**src/rtl/jk_cmd_sequencer.sv**
```systemverilog
// Command sequencer that drives a downstream JK flip-flop with {j,k} for a counted number of cycles.
// Optional macro JK_SHADOW_CHECK_EN adds a shadow Q model and a sticky err flag on q_in mismatch.
module jk_cmd_sequencer #(
    parameter int CNT_W = 4
) (
    input  logic             clk,
    input  logic             reset,
    input  logic             cmd_valid,
    output logic             cmd_ready,
    input  logic [1:0]       cmd_op,
    input  logic [CNT_W-1:0] cmd_cnt,
    output logic             j,
    output logic             k,
    input  logic             q_in,
    output logic             busy,
    output logic             done,
    output logic             err
);

    typedef enum logic [1:0] {
        IDLE  = 2'd0,
        DRIVE = 2'd1,
        DONE  = 2'd2
    } state_t;

    state_t           state_q, state_d;
    logic [CNT_W-1:0] cnt_q, cnt_d;
    logic [1:0]       op_q, op_d;
    logic             j_q, j_d;
    logic             k_q, k_d;

    always_ff @(posedge clk) begin
        if (reset) begin
            state_q <= IDLE;
            cnt_q   <= '0;
            op_q    <= 2'b00;
            j_q     <= 1'b0;
            k_q     <= 1'b0;
        end else begin
            state_q <= state_d;
            cnt_q   <= cnt_d;
            op_q    <= op_d;
            j_q     <= j_d;
            k_q     <= k_d;
        end
    end

    // j/k are registered from the next state so the first drive cycle follows acceptance directly.
    always_comb begin
        state_d    = state_q;
        cnt_d      = cnt_q;
        op_d       = op_q;
        {j_d, k_d} = 2'b00;
        case (state_q)
            IDLE: begin
                if (cmd_valid) begin
                    if (cmd_cnt != '0) begin
                        state_d    = DRIVE;
                        cnt_d      = cmd_cnt;
                        op_d       = cmd_op;
                        {j_d, k_d} = cmd_op;
                    end else begin
                        state_d = DONE;
                        cnt_d   = '0;
                    end
                end
            end
            DRIVE: begin
                cnt_d = cnt_q - CNT_W'(1);
                if (cnt_q == CNT_W'(1)) begin
                    state_d = DONE;
                end else begin
                    {j_d, k_d} = op_q;
                end
            end
            DONE: begin
                state_d = IDLE;
            end
            default: begin
                state_d = IDLE;
            end
        endcase
    end

    assign cmd_ready = (state_q == IDLE);
    assign busy      = (state_q != IDLE);
    assign done      = (state_q == DONE);
    assign j         = j_q;
    assign k         = k_q;

`ifdef JK_SHADOW_CHECK_EN
    logic shadow_q;
    logic err_q;

    always_ff @(posedge clk) begin
        if (reset) begin
            shadow_q <= 1'b0;
            err_q    <= 1'b0;
        end else begin
            shadow_q <= (j_q & ~shadow_q) | (~k_q & shadow_q);
            if (q_in != shadow_q) begin
                err_q <= 1'b1;
            end
        end
    end

    assign err = err_q;
`else
    logic unused_q_in;
    assign unused_q_in = q_in;
    assign err         = 1'b0;
`endif

endmodule

```
**config.mk**
```make
export PLATFORM = sky130hd
export DESIGN_NAME = jk_cmd_sequencer
export DESIGN_NICKNAME = d
export VERILOG_FILES = /design/src/rtl/jk_cmd_sequencer.sv
export SDC_FILE = /design/constraint.sdc
export NUM_CORES = 1
export LEC_CHECK = 0
export CAP_MARGIN = 20
export CORE_MARGIN = 2
export CORE_UTILIZATION = 30
export CTS_CLUSTER_DIAMETER = 120
export DETAILED_ROUTE_END_ITERATION = 6
export SYNTH_ARGS = -nofsm -noshare
export SYNTH_HDL_FRONTEND = slang
export SYNTH_SLANG_ARGS = --single-unit
```
**constraint.sdc**
```tcl
create_clock -name clk -period 1.1 [get_ports clk]
set_input_delay 0.165 -clock clk [delete_from_list [all_inputs] [get_ports clk]]
set_output_delay 0.165 -clock clk [all_outputs]
set_load 0.01 [all_outputs]
```
==> flow_metrics.py <==
metrics = {
    "run_status": {
        "outcome": "complete, but fails checks",
        "violated_checks": "negative setup slack",
    },
    "detailed_routing": {
        "wirelength_um": 1390,
        "viasPerCell": 5.27,
        "antenna_violating_nets_post_route": 0,
        "routedWlPerCell_um": 13.1,
        "vias": 559,
        "drt_first_pass_iters": 4,
        "drtIter0Drc": 15,
        "drc": 0,
    },
    "logic_synthesis": {
        "netlist-cell-type-count": 29,
        "synth_flop_cell": "sky130_fd_sc_hd__dfxtp_1",
        "adder_cell_area_share_of_the_yosys_netlist": 0.0493,
        "synth_warnings": 0,
        "synth.avg_cell_area_um2": 8.47,
        "synth_simple_gate_area_frac": 0.283,
        "synth_top_area_share": 0.394,
        "post_synth_most_frequent_cells": "sky130_fd_sc_hd__dfxtp_1 (10), sky130_fd_sc_hd__a21oi_1 (5), sky130_fd_sc_hd__nand2_1 (5), sky130_fd_sc_hd__nand3_1 (4)",
        "synth_largest_area_cell": "sky130_fd_sc_hd__dfxtp_1",
        "synth_top_family_by_area": "simple AND/OR/NAND/NOR gates",
        "syn_inst": 60,
        "mappedNetlistNets": 72,
        "ffs_latches_synth": 10,
        "ys_async_sr_fraction": 0,
        "synthesis.area_um2": 508,
        "number_of_enable_flip_flop_cells_after_synthesis": 0,
        "post_synth_xor_area_fraction": 0,
        "post_synth_main_area_contributors": "sky130_fd_sc_hd__dfxtp_1 (39%), sky130_fd_sc_hd__a21oi_1 (4.9%), sky130_fd_sc_hd__ha_1 (4.9%)",
        "compound_cell_area_share_of_the_yosys_netlist": 0.222,
        "synth.mux.area_fraction": 0,
        "synth_most_common_cell": "sky130_fd_sc_hd__dfxtp_1",
        "fraction_of_the_yosys_area_taken_by_sequential_cells": 0.394,
    },
    "timing": {
        "finalClockSkew_ps": 1.59,
        "report.final.setup_viol": 13,
        "grt_setup_unrepaired": "true",
        "period_minus_slack_ps": 1220,
        "hold_viol_final": 0,
        "final_critical_path_setup_slack_ps": -116,
        "fmax_mhz": 822,
        "timing.final.max_slew_violations": 0,
        "final.period_utilization": 1.11,
        "hold_slack_ps": 448,
    },
    "critical_path": {
        "timing.critical_path.required_ps": 1270,
        "endpoint_kind": "register",
        "timing.critical_path.buf_inv": 1,
        "reg2reg_setup_slack_ps": -120,
        "worstSetupPathType": "register to register",
        "path_delay_family": "simple AND/OR/NAND/NOR gates",
        "crit_path_start_kind": "register",
        "cp_cell_sequence": "buf_6 -> or3b_4 -> o21ai_1 -> a21oi_1",
        "cp_max_fo": 7,
        "crit_arrival_ps": 1390,
        "timing.critical_path.slowest_cell_delay_ps": 440,
        "slowest_stage": "sky130_fd_sc_hd__or3b_4",
    },
    "die": {
        "initial_core_util": 0.330,
        "fp.dieW_um": 45.2,
        "die_area_um2": 2040,
        "placement_rows": 14,
        "fp.coreArea_um2": 1540,
        "boundaryPins": 16,
        "die_y_um": 45.2,
    },
    "cells_and_area": {
        "layout-drive-gt1-share": 0.456,
        "synthToLayoutAreaGrowth_pct": 68.7,
        "filler_cell_count": 127,
        "antennaDiodeCount": 0,
        "number_of_nets_in_the_layout": 103,
    },
    "clock_network": {
        "cts_buffer_depth": 2,
        "cts_hold_repair.buffers": 0,
        "tritoncts.num_buffers": 3,
        "ctsRootBufferMaster": "sky130_fd_sc_hd__clkbuf_4",
        "cts.htree.levels": 1,
        "clkTransAtPathRegs_ps": 70,
        "cts_tree": "done",
        "clock-sinks": 10,
        "clock_latency_ps": 280,
    },
    "power_and_ir_drop": {
        "p_leak_nw": 0.365,
        "power_consumption_w": 0.00119,
        "vdd_drop_max_mv": 0.601,
        "power_density_nw_per_um2": 1380,
    },
    "global_routing": {
        "globalRouteOverflowTotal": 0,
        "antenna_found_initial": 0,
        "global_route.usage.total": 0.156,
        "wire_length_of_the_first_global_routing_pass_um": 2180,
        "first_global_vias": 512,
        "largest_net_degree_at_the_start_of_global_routing": 8,
    },
    "placement": {
        "dp_slack_ps": -416,
        "port-buffer-count": 13,
        "dp.final_hpwl_um": 1010,
        "place.gp.congestion": 0.776,
    },
    "run": {
        "max_cap_violations": 0,
    },
    "hold_path": {
        "hold_class": "primary input to register",
    },
}
## worst register-to-register path, cell delays in order (launching register included)
cell	delay, ps
sky130_fd_sc_hd__dfxtp_2	320
sky130_fd_sc_hd__buf_6	130
sky130_fd_sc_hd__or3b_4	440
sky130_fd_sc_hd__o21ai_1	150
sky130_fd_sc_hd__a21oi_1	70
## kinds of logic after synthesis
family | Yosys count
AO/OA/AOI/OAI | 17
adder cells (fa/ha/maj) | 2
buffers and inverters | 5
flip-flops | 10
other | 1
AND/OR/NAND/NOR | 25
## through the flow
step | utilization | area [um2] | std cells | TNS (ps)
floorplan | - | 518 | 60 | -99.2
global placement | 0.494 | 762 | 101 | -4210
global route | 0.556 | 857 | 106 | -1580
detailed placement | 0.494 | 762 | 101 | -4220
CTS | 0.545 | 841 | 106 | -1130
finish | 0.556 | 857 | 106 | -1080
## cell usage in the layout (no fill, tap or decap), types with 2 or more instances in the layout
cell type	synthesis	final
sky130_fd_sc_hd__nor2b_1	2	2
sky130_fd_sc_hd__inv_1	3	3
sky130_fd_sc_hd__a21oi_1	5	4
sky130_fd_sc_hd__nor2_1	3	2
sky130_fd_sc_hd__dfxtp_2	0	4
sky130_fd_sc_hd__buf_6	0	3
sky130_fd_sc_hd__nand3_1	4	3
sky130_fd_sc_hd__dfxtp_1	10	6
sky130_fd_sc_hd__clkbuf_4	0	3
sky130_fd_sc_hd__or3_1	2	2
sky130_fd_sc_hd__a211oi_1	2	2
sky130_fd_sc_hd__clkdlybuf4s50_1	0	5
sky130_fd_sc_hd__buf_2	0	2
sky130_fd_sc_hd__nand2_1	5	4
sky130_fd_sc_hd__buf_4	1	13
sky130_fd_sc_hd__o22ai_2	0	2
sky130_fd_sc_hd__o21ai_1	0	2
sky130_fd_sc_hd__dlygate4sd2_1	0	5
## worst paths after layout
check | from | cells after the start | end
setup / recovery | state_q[0] | 4 | op_q[0]
hold / removal | cmd_cnt[3] | 4 | cnt_q[3]
setup reg to reg | state_q[0] | 4 | op_q[0]
hold reg to reg | op_q[0] | 2 | k
## layer usage
| metal | track usage | part of all wire | vias to the layer above |
|---|---|---|---|
| met4 | 0.141 | 0.035 | 0 |
| met3 | 0.0360 | 0.047 | 5 |
| met5 | 0 | 0 | - |
| met2 | 0.226 | 0.47 | 16 |
| met1 | 0.190 | 0.45 | 256 |
| li1 | - | - | 282 |
## report_power, final
group | total [W] | switching (W) | internal, W
sequential | 0.000430 | 0.0000235 | 0.000406
clock | 0.000343 | 0.000142 | 0.000202
combinational | 0.000413 | 0.000192 | 0.000222
## layout make-up
type                       instances  area (um2)  area share
sequential                        10         205       0.239
timing repair buffer              28         235       0.274
inverter                           3        11.3      0.0131
multi-input combinational         45         349       0.407
clock buffer                       4        36.3      0.0423
tap                               16        20.0      0.0234
## sequential cells by signal, summed over array words and instances, names as in the netlist
register	cells
j	1
k	1
state_q	2
op_q	2
cnt_q	4
## timing repair
item | 4_1_cts | 5_1_grt
setup buffers | 1 | 0
endpoints found under the setup margin | 15 | 13
gates resized for setup | 32 | 5
pin swaps | 14 | 2
endpoints found under the hold margin | 0 | 0
No activity file was read; power rests on OpenSTA's default activity.
